[src/rtl/seg_shift_serializer_if.sv]
// Parallel frame handshake between the segment driver and the shift serializer.
interface seg_shift_serializer_if #(
    parameter int unsigned WIDTH = 16
);
    logic [WIDTH-1:0] p_in;
    logic             p_valid;
    logic             p_ready;

    modport master (output p_in, output p_valid, input p_ready);
    modport slave  (input p_in, input p_valid, output p_ready);
endinterface

[src/rtl/seg_shift_serializer.sv]
// Shifts one display frame out to a 74HC595-style chain, then pulses the storage latch.
// Define SEG_SHIFT_SERIALIZER_LSB_FIRST_EN to send bit 0 first instead of bit WIDTH-1.
module seg_shift_serializer #(
    parameter int unsigned WIDTH = 16,
    parameter int unsigned DIV   = 2
) (
    input  logic                  clk,
    input  logic                  rst_n,
    seg_shift_serializer_if.slave p_if,
    output logic                  s_clk,
    output logic                  s_out,
    output logic                  latch,
    output logic                  busy
);
    localparam int unsigned CntW = $clog2(WIDTH + 1);
    localparam int unsigned DivW = (DIV > 1) ? $clog2(DIV) : 1;
    localparam logic [DivW-1:0] DivLast = DivW'(DIV - 1);

    typedef enum logic [1:0] {StIdle, StShiftLo, StShiftHi, StLatch} state_e;

    state_e           state_q, state_d;
    logic [WIDTH-1:0] shreg_q, shreg_d;
    logic [CntW-1:0]  bit_cnt_q, bit_cnt_d;
    logic [DivW-1:0]  div_cnt_q, div_cnt_d;
    logic             s_clk_q, s_clk_d;
    logic             s_out_q, s_out_d;
    logic             latch_q, latch_d;

    logic             accept;
    logic             div_done;
    logic             last_bit;
    logic [WIDTH-1:0] shreg_next;
    logic             first_bit;
    logic             next_bit;

`ifdef SEG_SHIFT_SERIALIZER_LSB_FIRST_EN
    assign shreg_next = shreg_q >> 1;
    assign first_bit  = p_if.p_in[0];
    assign next_bit   = shreg_q[1];
`else
    assign shreg_next = shreg_q << 1;
    assign first_bit  = p_if.p_in[WIDTH-1];
    assign next_bit   = shreg_q[WIDTH-2];
`endif

    assign accept   = p_if.p_valid && p_if.p_ready;
    assign div_done = (div_cnt_q == DivLast);
    assign last_bit = (bit_cnt_q == CntW'(1));

    always_ff @(posedge clk or negedge rst_n) begin
        if (!rst_n) begin
            state_q   <= StIdle;
            shreg_q   <= '0;
            bit_cnt_q <= '0;
            div_cnt_q <= '0;
            s_clk_q   <= 1'b0;
            s_out_q   <= 1'b0;
            latch_q   <= 1'b0;
        end else begin
            state_q   <= state_d;
            shreg_q   <= shreg_d;
            bit_cnt_q <= bit_cnt_d;
            div_cnt_q <= div_cnt_d;
            s_clk_q   <= s_clk_d;
            s_out_q   <= s_out_d;
            latch_q   <= latch_d;
        end
    end

    always_comb begin
        state_d = state_q;
        unique case (state_q)
            StIdle:    if (accept) state_d = StShiftLo;
            StShiftLo: if (div_done) state_d = StShiftHi;
            StShiftHi: if (div_done) state_d = last_bit ? StLatch : StShiftLo;
            StLatch:   if (div_done) state_d = StIdle;
            default:   state_d = StIdle;
        endcase
    end

    // Datapath next-state; div_cnt paces every half-period and the latch hold.
    always_comb begin
        shreg_d   = shreg_q;
        bit_cnt_d = bit_cnt_q;
        div_cnt_d = '0;
        s_clk_d   = s_clk_q;
        s_out_d   = s_out_q;
        latch_d   = latch_q;
        if (state_q != StIdle && !div_done) begin
            div_cnt_d = div_cnt_q + DivW'(1);
        end
        unique case (state_q)
            StIdle: begin
                if (accept) begin
                    shreg_d   = p_if.p_in;
                    s_out_d   = first_bit;
                    bit_cnt_d = CntW'(WIDTH);
                end
            end
            StShiftLo: begin
                if (div_done) s_clk_d = 1'b1;
            end
            StShiftHi: begin
                if (div_done) begin
                    s_clk_d   = 1'b0;
                    shreg_d   = shreg_next;
                    bit_cnt_d = bit_cnt_q - CntW'(1);
                    if (last_bit) begin
                        s_out_d = 1'b0;
                        latch_d = 1'b1;
                    end else begin
                        s_out_d = next_bit;
                    end
                end
            end
            StLatch: begin
                if (div_done) latch_d = 1'b0;
            end
            default: ;
        endcase
    end

    always_comb begin
        p_if.p_ready = (state_q == StIdle);
        busy         = (state_q != StIdle);
    end

    assign s_clk = s_clk_q;
    assign s_out = s_out_q;
    assign latch = latch_q;
endmodule

[src/flat_wrapper.sv]
// flat-port wrapper written by rule: the top's interface ports become plain ports
module seg_shift_serializer_flat 
#(
    parameter int unsigned WIDTH = 16,
    parameter int unsigned DIV   = 2
)
  (clk, rst_n, s_clk, s_out, latch, busy, p_if_p_in, p_if_p_valid, p_if_p_ready);
  seg_shift_serializer_if #(.WIDTH(WIDTH)) p_if_i ();
  input  logic clk;
  input  logic rst_n;
  output logic s_clk;
  output logic s_out;
  output logic latch;
  output logic busy;
  input wire logic [$bits(p_if_i.p_in)-1:0] p_if_p_in;
  input wire logic [$bits(p_if_i.p_valid)-1:0] p_if_p_valid;
  output wire logic [$bits(p_if_i.p_ready)-1:0] p_if_p_ready;
  assign p_if_i.p_in = p_if_p_in;
  assign p_if_i.p_valid = p_if_p_valid;
  assign p_if_p_ready = p_if_i.p_ready;
  seg_shift_serializer #(.WIDTH(WIDTH), .DIV(DIV)) u_core (.clk(clk), .rst_n(rst_n), .p_if(p_if_i), .s_clk(s_clk), .s_out(s_out), .latch(latch), .busy(busy));
endmodule
[config.mk]
export PLATFORM = sky130hd
export DESIGN_NAME = seg_shift_serializer_flat
export DESIGN_NICKNAME = d
export VERILOG_FILES = /design/src/rtl/seg_shift_serializer_if.sv /design/src/rtl/seg_shift_serializer.sv /design/src/flat_wrapper.sv
export SDC_FILE = /design/constraint.sdc
export NUM_CORES = 1
export LEC_CHECK = 0
export CAP_MARGIN = 10
export CORE_MARGIN = 3
export CORE_UTILIZATION = 35
export CTS_CLUSTER_SIZE = 8
export DETAILED_ROUTE_END_ITERATION = 10
export GPL_TIMING_DRIVEN = 0
export SLEW_MARGIN = 40
export SYNTH_ARGS = -nofsm -noshare
export SYNTH_HDL_FRONTEND = slang
export SYNTH_SLANG_ARGS = --single-unit
[constraint.sdc]
create_clock -name clk -period 2.06 [get_ports clk]
set_input_delay 0.412 -clock clk [delete_from_list [all_inputs] [get_ports clk]]
set_output_delay 0.412 -clock clk [all_outputs]
set_load 0.01 [all_outputs]
==> metrics.txt <==
status completed; worst-path fanout max 10; crit-path max cell delay 0.47 ns; RSZ-0062 raised after global routing no; Startpoint Class flip-flop; Post-Place Worst Slack -0.1117 ns; Worst Setup End Kind output pin; count of cell types in the netlist 28; reg-to-reg critical path startpoint u_core.state_q[0]$_DFFE_PN0P_; crit-path cells clkbuf_4, nor2_4, inv_1, clkdlybuf4s50_1; register area share after synthesis 0.4680; # Max-Cap Violations 0; synthesized instance count 110; via/cell ratio roughly 5; Num CTS Buffers 3; Yosys reg bits 26; Die Wd between 60 and 70 microns; Max Buffers Root-to-Sink 2; worst-margin pin slew ~0.66 ns; Total GRT Usage 0.1151; first-pass GRT wire length 4409 microns; Leakage between 0.0007 and 0.0008 uW; H-Tree Level Count 1; antenna violations before repair 0; port bufs 23; cell count after placement 181; most common cell after layout, fill and taps aside dfrtp_1; Most used DFF post-synth dfrtp_1; EDFF count, synth 0; Synth warnings 0; synth-to-layout area growth 27.72%; gpl congestion about 0.75; I/O pin cnt 24; Final Skew 0.007511 ns; net count after synthesis roughly 130; TritonCTS clock tree done; Core Area around 3700 sq um; vias 935; required time of the critical path between 1.5 and 2 ns; Post-route DRC 0; peak supply drop around 500 uV; hold buffers post-CTS 0; Routed Wire Length ~2700 microns; final setup vio count 0; Initial DRC Count 20; asr flop ratio synth 1.000; most frequent cells in the layout 26 x dfrtp_1, 21 x clkdlybuf4s50_1, 14 x mux2_4, 14 x mux2_2; Overflow after GRT 0; Util after Layout 0.4743; crit path kind flip-flop to output pin; Final ANT Viol Nets 0; period utilization 0.9546; WP data arrival ~1.6 ns; Post-DP HPWL 1919 microns; clock tree sinks 26; Die H 69.02 microns; synthesized area per cell 12.64 sq um; Root Buffer clkbuf_8; # diodes 0; drt wl/cell 14.50 microns; vias in the first global route 920; Multi-input gate area roughly 690 sq um; Slew headroom 0.5546; CP startpoint u_core.state_q[0]$_DFFE_PN0P_; first-pass iteration count of the detailed router 4; Initial Utilization 0.3713; Rows 22; Layout Nets between 150 and 200; maximum clock frequency roughly 510 MHz; share of layout cells above drive strength 1 0.2950; Final min period a little under 2 ns; HP Class primary input to asynchronous set/reset pin; clock slew at reported path FFs 0.10 ns; CP max-delay cell clkdlybuf4s50_1; Clk Latency, worst-skew pair around 0.28 ns; Reg area 650.6 sq um; Final Slew Violations 0; fin worst setup slack roughly 0.094 ns; largest net degree at the start of global routing 27; Finished Layout Cells roughly 190; Netlist Area Pre-Place approximately 1400 sq um; Final Hold Viols 0; fillers 374; Pwr per Cell Area 1457 nW/um^2; Die ar. 4764 sq um
flip-flops by register name, summed over array words and instances (netlist names):
register / cells
u_core.shreg_q: 15
u_core.bit_cnt_q: 5
u_core.state_q: 2
u_core.div_cnt_q: 1
u_core.latch: 1
u_core.s_clk: 1
u_core.s_out: 1
kinds of logic (layout without fill, tap and decap cells):
family / count (synthesis) / in the layout / synth area share
buffers and inverters: 9 / 38 / 0.04050
AOI/OAI and AO/OA: 20 / 20 / 0.09633
adders and majority gates: 2 / 2 / 0.01800
muxes: 32 / 32 / 0.2934
and+or+nand+nor: 21 / 21 / 0.08371
DFF: 26 / 26 / 0.4680
path summary, 6_finish.rpt:
| check | slack (ns) | endpoint | depth (start not counted) |
|---|---|---|---|
| max | 0.09 | busy | 4 |
| min | 0.12 | u_core.shreg_q[9]$_DFFE_PN0P_ | 1 |
| max reg2reg | 0.37 | u_core.shreg_q[12]$_DFFE_PN0P_ | 6 |
| min reg2reg | 0.51 | u_core.shreg_q[1]$_DFFE_PN0P_ | 1 |
| max in group asynchronous | 1.54 | u_core.bit_cnt_q[4]$_DFFE_PN0P_ | 1 |
| min in group clk | 0.51 | u_core.shreg_q[1]$_DFFE_PN0P_ | 1 |
power breakdown:
part	switching, uW	internal, uW	total [uW]
Sequential	170	758	929
Clock	169	260	430
Combinational	506	722	1230
Total	846	1740	2590
stage by stage:
stage	TNS [ns]	power [uW]	instance area (sq um)	hold slack (ns)
floorplan	0	1791	1390	0.1164
global placement	-0.4371	2078	1680	0.4830
detailed placement	-0.8118	2120	1675	0.4557
CTS	0	2578	1755	0.1462
global route	0	2758	1775	0.1614
finish	0	2586	1775	0.1223
Yosys cell counts (2+ instances only):
cell type  instances  area, sq um
dfrtp_1           26        650.6
nor2_1             3        11.26
ha_1               2        25.02
a31oi_1            2        12.51
nor2b_1            5        31.28
clkbuf_1           3        11.26
mux2_2            14        157.7
o21ai_0            4        20.02
inv_1              3        11.26
mux2i_1            4        40.04
mux2_4            14        210.2
a22o_1             3        26.28
nand2_1            5        18.77
a21oi_1            4        20.02
buf_6              3        33.78
nor4b_1            2        17.52
nand2b_1           2        12.51
critical path: cells and delay by family (launching register included):
family	cells	cell delay [ns]
simple gates	1	0.14
buf+inv	3	0.73
flops	1	0.41
cell type report:
type	instances	area share
sequential	26	0.3665
tap	48	0.03383
inverter	3	0.006343
clock buffer	3	0.02326
multi-input combinational	75	0.3890
buffer	6	0.02748
clock inverter	1	0.01691
timing repair buffer	25	0.1367
per-layer routing:
metal	wire length, microns	global-route usage	vias to the layer above
li1	-	-	451
met4	57	0.05857	0
met2	1275	0.1674	25
met1	1284	0.1645	454
met5	0	0	-
met3	95	0.01749	5
timing repair:
action | 4_1_cts | 5_1_grt
resized for setup | 3 | 3
endpoints found under the setup margin | 2 | 2
setup buffers | 0 | 2
Power figures use the tool's default switching activity.
